**src/rtl/sdram_fifo_sched.sv**
```systemverilog
// Burst scheduler between the UART-side FIFOs and the SDRAM controller.
// Owns the write/read pointers and fill count of one circular SDRAM region.
module sdram_fifo_sched #(
  parameter logic [23:0] ADDR_MIN  = 24'd0,
  parameter logic [23:0] ADDR_MAX  = 24'd1023,
  parameter logic [9:0]  BURST_LEN = 10'd8,
  parameter int unsigned LVL_W     = 10
) (
  input  logic             clk,
  input  logic             rst,
  input  logic             init_end,
  input  logic [LVL_W-1:0] wfifo_level,
  input  logic [LVL_W-1:0] rfifo_free,
  input  logic             rd_enable,
  input  logic             flush,
  output logic             wr_req,
  output logic [23:0]      wr_addr,
  output logic [9:0]       wr_burst_len,
  input  logic             sdram_wr_ack,
  output logic             rd_req,
  output logic [23:0]      rd_addr,
  output logic [9:0]       rd_burst_len,
  input  logic             rd_ack,
  output logic             wfifo_rd_en,
  output logic             rfifo_wr_en,
  output logic [24:0]      fill_words,
  output logic             busy,
  output logic             ack_err
);

  localparam logic [24:0] Cap    = 25'(ADDR_MAX) - 25'(ADDR_MIN) + 25'd1;
  localparam logic [24:0] BurstW = 25'(BURST_LEN);

  typedef enum logic [2:0] {StWaitInit, StIdle, StWrite, StRead, StDone} state_e;

  state_e      state_q;
  logic [9:0]  ack_cnt_q;
  logic        flush_pend_q;
  // Type of the most recent grant; also tells DONE which pointer to advance.
  logic        last_rd_q;

  logic [24:0] wlvl, rfree;
  logic        wr_ok, rd_ok, cnt_last;

  assign wlvl     = 25'(wfifo_level);
  assign rfree    = 25'(rfifo_free);
  assign wr_ok    = (wlvl >= BurstW) && ((Cap - fill_words) >= BurstW);
  assign rd_ok    = rd_enable && (fill_words >= BurstW) && (rfree >= BurstW);
  assign cnt_last = ({1'b0, ack_cnt_q} + 11'd1) == {1'b0, BURST_LEN};

  assign wr_burst_len = BURST_LEN;
  assign rd_burst_len = BURST_LEN;
  assign wfifo_rd_en  = sdram_wr_ack && (state_q == StWrite);
  assign rfifo_wr_en  = rd_ack && (state_q == StRead);
  assign busy         = (state_q == StWrite) || (state_q == StRead) || (state_q == StDone);

  function automatic logic [23:0] advance(input logic [23:0] ptr);
    logic [24:0] sum;
    sum = 25'(ptr) + BurstW;
    if (sum > 25'(ADDR_MAX)) return ADDR_MIN;
    return sum[23:0];
  endfunction

  always_ff @(posedge clk) begin
    if (rst) begin
      state_q      <= StWaitInit;
      wr_req       <= 1'b0;
      rd_req       <= 1'b0;
      wr_addr      <= ADDR_MIN;
      rd_addr      <= ADDR_MIN;
      fill_words   <= '0;
      ack_err      <= 1'b0;
      ack_cnt_q    <= '0;
      flush_pend_q <= 1'b0;
      last_rd_q    <= 1'b1;
    end else begin
      if (flush && state_q != StIdle) flush_pend_q <= 1'b1;
      if ((sdram_wr_ack && state_q != StWrite) || (rd_ack && state_q != StRead)) begin
        ack_err <= 1'b1;
      end
      unique case (state_q)
        StWaitInit: begin
          if (init_end) state_q <= StIdle;
        end
        StIdle: begin
          if (flush || flush_pend_q) begin
            wr_addr      <= ADDR_MIN;
            rd_addr      <= ADDR_MIN;
            fill_words   <= '0;
            flush_pend_q <= 1'b0;
          end else if (wr_ok && (!rd_ok || last_rd_q)) begin
            state_q   <= StWrite;
            wr_req    <= 1'b1;
            last_rd_q <= 1'b0;
            ack_cnt_q <= '0;
          end else if (rd_ok) begin
            state_q   <= StRead;
            rd_req    <= 1'b1;
            last_rd_q <= 1'b1;
            ack_cnt_q <= '0;
          end
        end
        StWrite: begin
          if (sdram_wr_ack) begin
            wr_req    <= 1'b0;
            ack_cnt_q <= ack_cnt_q + 10'd1;
            if (cnt_last) state_q <= StDone;
          end
        end
        StRead: begin
          if (rd_ack) begin
            rd_req    <= 1'b0;
            ack_cnt_q <= ack_cnt_q + 10'd1;
            if (cnt_last) state_q <= StDone;
          end
        end
        StDone: begin
          if (last_rd_q) begin
            fill_words <= fill_words - BurstW;
            rd_addr    <= advance(rd_addr);
          end else begin
            fill_words <= fill_words + BurstW;
            wr_addr    <= advance(wr_addr);
          end
          state_q <= StIdle;
        end
        default: state_q <= StWaitInit;
      endcase
    end
  end

endmodule

```
**config.mk**
```make
export PLATFORM = sky130hd
export DESIGN_NAME = sdram_fifo_sched
export DESIGN_NICKNAME = d
export VERILOG_FILES = /design/src/rtl/sdram_fifo_sched.sv
export SDC_FILE = /design/constraint.sdc
export NUM_CORES = 1
export LEC_CHECK = 0
export ABC_AREA = 1
export BUFFER_PORTS_ARGS = -buffer_cell sky130_fd_sc_hd__buf_2
export CORE_ASPECT_RATIO = 2
export CORE_MARGIN = 2
export CORE_UTILIZATION = 52
export CTS_BUF_LIST = sky130_fd_sc_hd__clkbuf_4 sky130_fd_sc_hd__clkbuf_8
export CTS_CLUSTER_SIZE = 10
export DETAILED_ROUTE_END_ITERATION = 8
export GPL_TIMING_DRIVEN = 0
export PLACE_DENSITY = 0.8
export SLEW_MARGIN = 20
export SYNTH_ARGS = -nofsm -noshare
export SYNTH_HDL_FRONTEND = slang
export SYNTH_SLANG_ARGS = --single-unit
```
**constraint.sdc**
```tcl
create_clock -name clk -period 2.1 [get_ports clk]
set_input_delay 0.42 -clock clk [delete_from_list [all_inputs] [get_ports clk]]
set_output_delay 0.42 -clock clk [all_outputs]
set_load 0.02 [all_outputs]
```
==> results by group, run 1 <==
Status
  • Run status: complete, but fails checks
  • Violated checks: negative setup slack

Critical path
  • CP most frequent cell: nand2_1
  • Crit-path slowest cell: dfxtp_1
  • WP depth: 17
  • CP Launch Type: register
  • CP max FO: 9
  • Crit end category: register
  • Crit path DAT: 2.54 ns
  • CP delay by family, top: simple AND/OR/NAND/NOR gates
  • Reg2reg start: fill_words[17]$_SDFFE_PP0P_
  • Max stage delay on crit path: 0.32 ns
  • Worst setup startpoint: fill_words[17]$_SDFFE_PP0P_
  • Crit path cell chain: buf_4 -> nor2_4 -> buf_4 -> nand2_1 -> nor2_2 -> nand3_1 -> nand3_1 -> and2_4 -> nand2_1 -> nand2_1 -> clkinv_1 -> nand2_2 -> nand2_4 -> nand2_4 -> buf_6 -> o21ai_2 -> nor2_1
  • Worst EP required: 2.41 ns
  • Cell depth of the worst flop-to-flop path: 17
  • Critical path class: reg2reg
  • WP buf/inv: 4

Floorplanning
  • Num rows: 55
  • Initial Utilization: 52.7%
  • Die width: 79.4 µm
  • Die Y: 155 µm
  • Core ar.: 0.0112 mm²
  • Num ports: 126
  • DIE AREA: 0.0123 mm²

Flow run
  • Max Cap Violations: 0

Drt
  • DR top layer: met4
  • DRC violations left: 0
  • Routed via count: 6786
  • Met3 wire length: 916 µm
  • DRT Wirelength: 18900 µm
  • Met1 WL: 6550 µm
  • Vias/cell: 5.50
  • Metal2 WL: 9980 µm
  • Wire per inst: 15.3 µm
  • Post-DRT Antenna Nets: 0
  • 1st-iter DRT viols: 444
  • First drt pass iteration count: 5

Timing
  • Fin Setup TNS: -1.42 ns
  • Fin crit period: 2.23 ns
  • RSZ-0062 raised after global routing: yes
  • Hold Vio Cnt, Final: 0
  • Slew Viols, Final: 0
  • Least-Margin Pin Slew: 0.725 ns
  • Setup violators final: 14
  • Fmax achieved: 449 MHz
  • PnR worst setup slack: -0.128 ns
  • Worst relative slew slack: 51.6%
  • Clock skew: 0.0120 ns
  • Final period util: 106%

Global routing
  • Grt total ovfl: 0
  • First-pass GRT wire length: 29400 µm
  • Aggregate global-route resource usage: 30.3%
  • Antenna violations before repair: 0
  • Number of global-route vias before repair: 6329
  • Largest net degree at the start of global routing: 15

Synth
  • Largest family of logic cells by synthesized area: simple AND/OR/NAND/NOR gates
  • Post-synthesis instance total: 922
  • Post-synth top area share: 27.7%
  • XOR/XNOR share of the synthesized area: 4.44%
  • Compound-Gate Fraction of Synth Area: 10.7%
  • Synth area leader: dfxtp_1
  • Seq/Total Area, Yosys: 27.7%
  • Syn Area/Cell: 6.42 µm²
  • Cell Area, Synth: 0.00592 mm²
  • Cell variety after synth: 46
  • Post-Synth Simple-Gate Area: 42.0%
  • Count of state elements after synthesis: 82
  • Mux contribution to synthesized area: 0%
  • Number of synthesized flops with an enable pin: 0
  • Primary FF master, synth: dfxtp_1
  • Synth top area cells: dfxtp_1 28%, nand2_1 12%, nor2_1 7.4%
  • Synth Area in Adders: 1.27%
  • Synth warn: 0
  • Post-synth ARST share: 0%

Placed design
  • I/O Buffers: 89
  • Number of instances in the placed design: 1180
  • DP Wirelength: 13800 µm
  • Final Wtd Congestion: 0.990

CTS
  • Clk_lat worst skew: 0.37 ns
  • Num CTS Buffers: 9
  • CTS tree: built
  • CTS H-tree depth: 3
  • Deepest clock path buffer count: 2
  • TritonCTS Sinks: 82
  • Reg clk slew, reported paths: 0.09 ns
  • Root Driver: clkbuf_8
  • # hold bufs at CTS: 0

Worst hold path
  • Hold Crit Class: in2reg
  • Worst Hold Depth: 3
  • Hold Startpoint: flush

Layout
  • Layout cells sized above 1: 34.1%
  • Fin cells: 1234
  • Nets: 1120
  • Area grow syn2layout: 30.3%
  • Antenna diodes: 0

Power
  • Static leakage: 3.55 nW
  • VDD IR max: 0.000859 V
  • Pwr/cell area: 1040 mW/mm²
==> stage by stage <==
step	worst slack [ns]	total power [mW]	area, µm²	utilization, %	hold slack, ns
final	-0.128	8.04	7710	68.7	0.410
after global routing	-0.286	8.57	7710	68.7	0.479
after CTS	-0.0709	7.54	7220	64.4	0.391
after detailed placement	-0.307	5.84	6650	59.3	0.437
after global placement	-0.277	5.81	6650	59.3	0.433
after floorplan	0.0104	4.90	6020	-	0.475
==> flip-flops by register name, summed over array words and instances, names as in the netlist <==
register and count:
last_rd_q 1, rd_addr 21, rd_req 1, fill_words 22, wr_addr 21, state_q 3
wr_req 1, flush_pend_q 1, ack_err 1, ack_cnt_q 10
==> worst reg2reg max path: cells and delay by family, from the launching register on <==
family | cells | cell delay, ns
AND/OR/NAND/NOR | 12 | 1.29
buffers and inverters | 4 | 0.51
flip-flops | 1 | 0.32
AO/OA/AOI/OAI | 1 | 0.05
==> path summary, 6_finish.rpt <==
check | endpoint | slack (ns)
min reg2reg | rd_req$_SDFFE_PP0P_ | 0.45
max reg2reg | ack_cnt_q[2]$_SDFFE_PP0P_ | -0.13
max | ack_cnt_q[2]$_SDFFE_PP0P_ | -0.13
min | flush_pend_q$_SDFF_PP0_ | 0.41
==> cells in the mapped netlist (2+ instances only) <==
master    instances
a211oi_1         12
a21oi_1          39
a32oi_1           2
buf_2             7
buf_4            33
buf_6             5
clkbuf_1         14
clkinv_1          3
conb_1            2
dfxtp_1          82
ha_1              6
inv_1            97
inv_2            13
nand2_1         196
nand2_2           9
nand2_4           2
nand3_1          55
nand3_2           4
nand3b_1          3
nand4_1          36
nor2_1          116
nor2_2           17
nor2_4           13
nor3_1           48
nor3_2            7
nor3b_1           3
nor4_1            8
o211ai_1          3
o21ai_0          23
o21ai_1          14
o221ai_1          2
o22ai_1           5
o32ai_1           2
xnor2_1           4
xor2_1           26
==> timing repair <==
| action | in CTS | in global routing |
|---|---|---|
| buffers inserted | 18 | 21 |
| resized for setup | 72 | 108 |
| setup endpoints to repair | 60 | 69 |
| gates cloned | 1 | 0 |
| endpoints found under the hold margin | 0 | 0 |
| pin swaps | 16 | 51 |
==> power breakdown <==
group,switching (mW),total (mW),internal (mW),leakage [nW]
Clock,0.615,1.20,0.584,0.106
Combinational,3.08,4.86,1.78,2.77
Sequential,0.223,1.98,1.76,0.681
Total,3.92,8.04,4.12,3.55
==> area by class of cell <==
type,instances,area [µm²]
Multi-Input combinational cell,695,4020
Fill cell,990,3510
Sequential cell,82,1700
Timing Repair Buffer,129,771
Inverter,113,444
Buffer,57,397
Tap cell,142,178
Clock buffer,10,138
Clock inverter,6,66.3
==> cells in the final DEF (no fill, tap or decap), types with 7 or more instances in the layout <==
cell type,n
dfxtp_2,21
a211oi_1,11
inv_2,14
clkbuf_8,10
nand4_1,36
buf_6,11
nor2_4,31
dfxtp_1,53
dfxtp_4,8
o21ai_0,20
o21ai_2,7
a21oi_1,38
nand2_4,10
nor4_1,8
nor2_2,28
nand2_2,16
nor2_1,87
nand2_1,181
conb_1,29
nor3_2,9
buf_4,69
clkbuf_1,8
nand3_2,9
xor2_1,25
inv_1,92
o21ai_1,10
nor3_1,41
buf_2,91
nand3_1,49
==> layer usage <==
metal,up-vias,GRT usage (%)
met4,0,21.8
met5,-,0
met1,3094,29.7
met2,287,55.1
met3,108,5.25
li1,3297,-
==> logic make-up after synthesis <==
group | Yosys count
other cells | 2
buf+inv | 172
fa+ha+maj | 6
flops | 82
simple gates | 521
compound gates | 109
xor+xnor | 30
No activity file was read; power rests on OpenSTA's default activity.
==> run 2: changes to the inputs <==
--- a/config.mk
+++ b/config.mk
@@ -9,12 +9,11 @@
 export BUFFER_PORTS_ARGS = -buffer_cell sky130_fd_sc_hd__buf_2
 export CORE_ASPECT_RATIO = 2
 export CORE_MARGIN = 2
-export CORE_UTILIZATION = 52
+export CORE_UTILIZATION = 40
 export CTS_BUF_LIST = sky130_fd_sc_hd__clkbuf_4 sky130_fd_sc_hd__clkbuf_8
 export CTS_CLUSTER_SIZE = 10
 export DETAILED_ROUTE_END_ITERATION = 8
 export GPL_TIMING_DRIVEN = 0
-export PLACE_DENSITY = 0.8
 export SLEW_MARGIN = 20
 export SYNTH_ARGS = -nofsm -noshare
 export SYNTH_HDL_FRONTEND = slang
==> constraint.sdc (replaced) <==
create_clock -name clk -period 2.2 [get_ports clk]
set_input_delay 0.44 -clock clk [delete_from_list [all_inputs] [get_ports clk]]
set_output_delay 0.44 -clock clk [all_outputs]
set_load 0.02 [all_outputs]
==> results by group, run 2 (synthesized netlist as in run 1, its figures left out) <==
Critical path
  • Crit path DAT: 2.57 ns (was 2.54 ns)
  • CP max FO: 8 (was 9)
  • Crit end category: register (unchanged)
  • Worst EP required: 2.53 ns (was 2.41 ns)
  • Critical path class: reg2reg (unchanged)
  • CP Launch Type: register (unchanged)

Global routing
  • Largest net degree at the start of global routing: 15 (unchanged)
  • Number of global-route vias before repair: 6510 (was 6329)
  • First-pass GRT wire length: 32300 µm (was 29400 µm)
  • Aggregate global-route resource usage: 25.9% (was 30.3%)
  • Antenna violations before repair: 0 (unchanged)
  • Grt total ovfl: 0 (unchanged)

Floorplanning
  • Num rows: 62 (was 55)
  • Core ar.: 0.0144 mm² (was 0.0112 mm²)
  • DIE AREA: 0.0158 mm² (was 0.0123 mm²)
  • Initial Utilization: 41.0% (was 52.7%)
  • Die width: 90.0 µm (was 79.4 µm)
  • Num ports: 126 (unchanged)
  • Die Y: 176 µm (was 155 µm)

Layout
  • Final Core Density: 54.6% (was 68.7%)
  • Max reg flops: 22 (unchanged)
  • Area grow syn2layout: 33.2% (was 30.3%)
  • Fin cells: 1284 (was 1234)
  • Commonest non-fill, non-tap cell in the layout: nand2_1 (unchanged)
  • Nets: 1120 (unchanged)
  • Final Instance Area: 0.00788 mm² (was 0.00771 mm²)
  • Biggest register: fill_words (unchanged)
  • Layout cells sized above 1: 36.7% (was 34.1%)
  • Most frequent cells in the layout: 165 x nand2_1, 91 x buf_2, 90 x inv_1 (was 181 x nand2_1, 92 x inv_1, 91 x buf_2)
  • Antenna diodes: 0 (unchanged)
  • Top flop regs: fill_words (22), rd_addr (21), wr_addr (21) (unchanged)

Worst hold path
  • Hold Crit Class: in2reg (unchanged)

Flow run
  • Max Cap Violations: 0 (unchanged)

Power
  • Pwr/cell area: 1010 mW/mm² (was 1040 mW/mm²)
  • Static leakage: 3.59 nW (was 3.55 nW)
  • Pwr Total: 7.95 mW (was 8.04 mW)
  • VDD IR max: 0.000683 V (was 0.000859 V)

Drt
  • DRC violations left: 0 (unchanged)
  • Vias/cell: 5.22 (was 5.50)
  • 1st-iter DRT viols: 306 (was 444)
  • Wire per inst: 16.4 µm (was 15.3 µm)
  • Post-DRT Antenna Nets: 0 (unchanged)
  • First drt pass iteration count: 5 (unchanged)
  • Routed via count: 6700 (was 6786)
  • DRT Wirelength: 21100 µm (was 18900 µm)

CTS
  • CTS tree: built (unchanged)
  • Deepest clock path buffer count: 2 (unchanged)
  • Num CTS Buffers: 9 (unchanged)
  • Clk_lat worst skew: 0.40 ns (was 0.37 ns)
  • Reg clk slew, reported paths: 0.09 ns (about the same)
  • Root Driver: clkbuf_8 (unchanged)
  • CTS H-tree depth: 3 (unchanged)
  • TritonCTS Sinks: 82 (unchanged)

Timing
  • Setup violators final: 11 (was 14)
  • Least-Margin Pin Slew: 0.741 ns (was 0.725 ns)
  • Clock skew: 0.0171 ns (was 0.0120 ns)
  • Slew Viols, Final: 0 (unchanged)
  • Worst relative slew slack: 50.6% (was 51.6%)
  • Fin Setup TNS: -0.274 ns (was -1.42 ns)
  • RSZ-0062 raised after global routing: yes (unchanged)
  • Fin crit period: 2.24 ns (was 2.23 ns)
  • Hold Vio Cnt, Final: 0 (unchanged)
  • PnR worst setup slack: -0.0426 ns (was -0.128 ns)
  • Final period util: 102% (was 106%)
  • Fin Hold WS: 0.401 ns (was 0.410 ns)
  • Fmax achieved: 446 MHz (was 449 MHz)

Placed design
  • Final Wtd Congestion: 0.950 (was 0.990)
  • DP Wirelength: 16100 µm (was 13800 µm)
  • Dpl cell area: 0.00671 mm² (was 0.00665 mm²)
  • Place WS: -0.323 ns (was -0.307 ns)
  • Number of instances in the placed design: 1230 (was 1180)
  • I/O Buffers: 89 (unchanged)

Status
  • Violated checks: negative setup slack (unchanged)
  • Run status: complete, but fails checks (unchanged)
-- run 2: cell types whose count changed in the layout (fill, tap and decap cells not counted), moves of 5 or more --
cell / change
o21ai_1: -5
nand3_2: +6
nand3_1: -6
dfxtp_2: -5
dfxtp_4: +6
nand2_2: +17
nand2_1: -16
-- run 2: worst paths after layout --
| path | from | end | slack (ns) | cells after the start |
|---|---|---|---|---|
| setup / recovery | fill_words[4]$_SDFFE_PP0P_ | ack_cnt_q[0]$_SDFFE_PP0P_ | -0.04 | 19 |
| hold / removal | flush | flush_pend_q$_SDFF_PP0_ | 0.40 | 3 |
| setup reg to reg | fill_words[4]$_SDFFE_PP0P_ | ack_cnt_q[0]$_SDFFE_PP0P_ | -0.04 | 19 |
| hold reg to reg | rd_req$_SDFFE_PP0P_ | rd_req$_SDFFE_PP0P_ | 0.45 | 2 |
-- run 2: worst max-delay path, cell delays in order, from the launching register on --
cell     delay [ns]
dfxtp_4        0.41
inv_6          0.05
ha_4           0.16
inv_2          0.05
nor2_2         0.03
nand3_2        0.09
nand2_4        0.11
buf_4          0.16
nand4_1        0.06
nand2_1        0.05
nor2_1         0.10
nand2_1        0.06
nor2_1         0.11
nand3_1        0.14
nand2_2        0.12
nand2_4        0.07
nand2_4        0.09
buf_6          0.14
o21ai_1        0.06
nor2_1         0.11
-- run 2: cell type report --
type / instances / area, µm²
plain buffers: 54 / 379
clock buffers: 10 / 138
clock inverters: 6 / 66.3
fillers: 1528 / 6550
inverters: 113 / 442
multi-input cells: 695 / 4110
flip-flops and latches: 82 / 1710
well taps: 192 / 240
repair buffers: 132 / 792
-- run 2: timing repair --
item / 4_1_cts / 5_1_grt
setup endpoints to repair: 57 / 73
resized for setup: 78 / 146
hold buffers: 0 / 0
pin swaps: 36 / 78
gates cloned: 1 / 0
setup buffers: 18 / 24
-- run 2: power by group --
| group | internal, mW | switching, mW |
|---|---|---|
| Sequential | 1.68 | 0.234 |
| Clock | 0.558 | 0.640 |
| Combinational | 1.78 | 3.06 |
| Total | 4.02 | 3.94 |
-- run 2: routing by layer --
| layer | global-route usage, % | part of all wire, % |
|---|---|---|
| met2 | 53.3 | 57 |
| met5 | 0 | 0 |
| met3 | 4.14 | 4.1 |
| met1 | 21.2 | 31 |
| met4 | 19.4 | 8.2 |
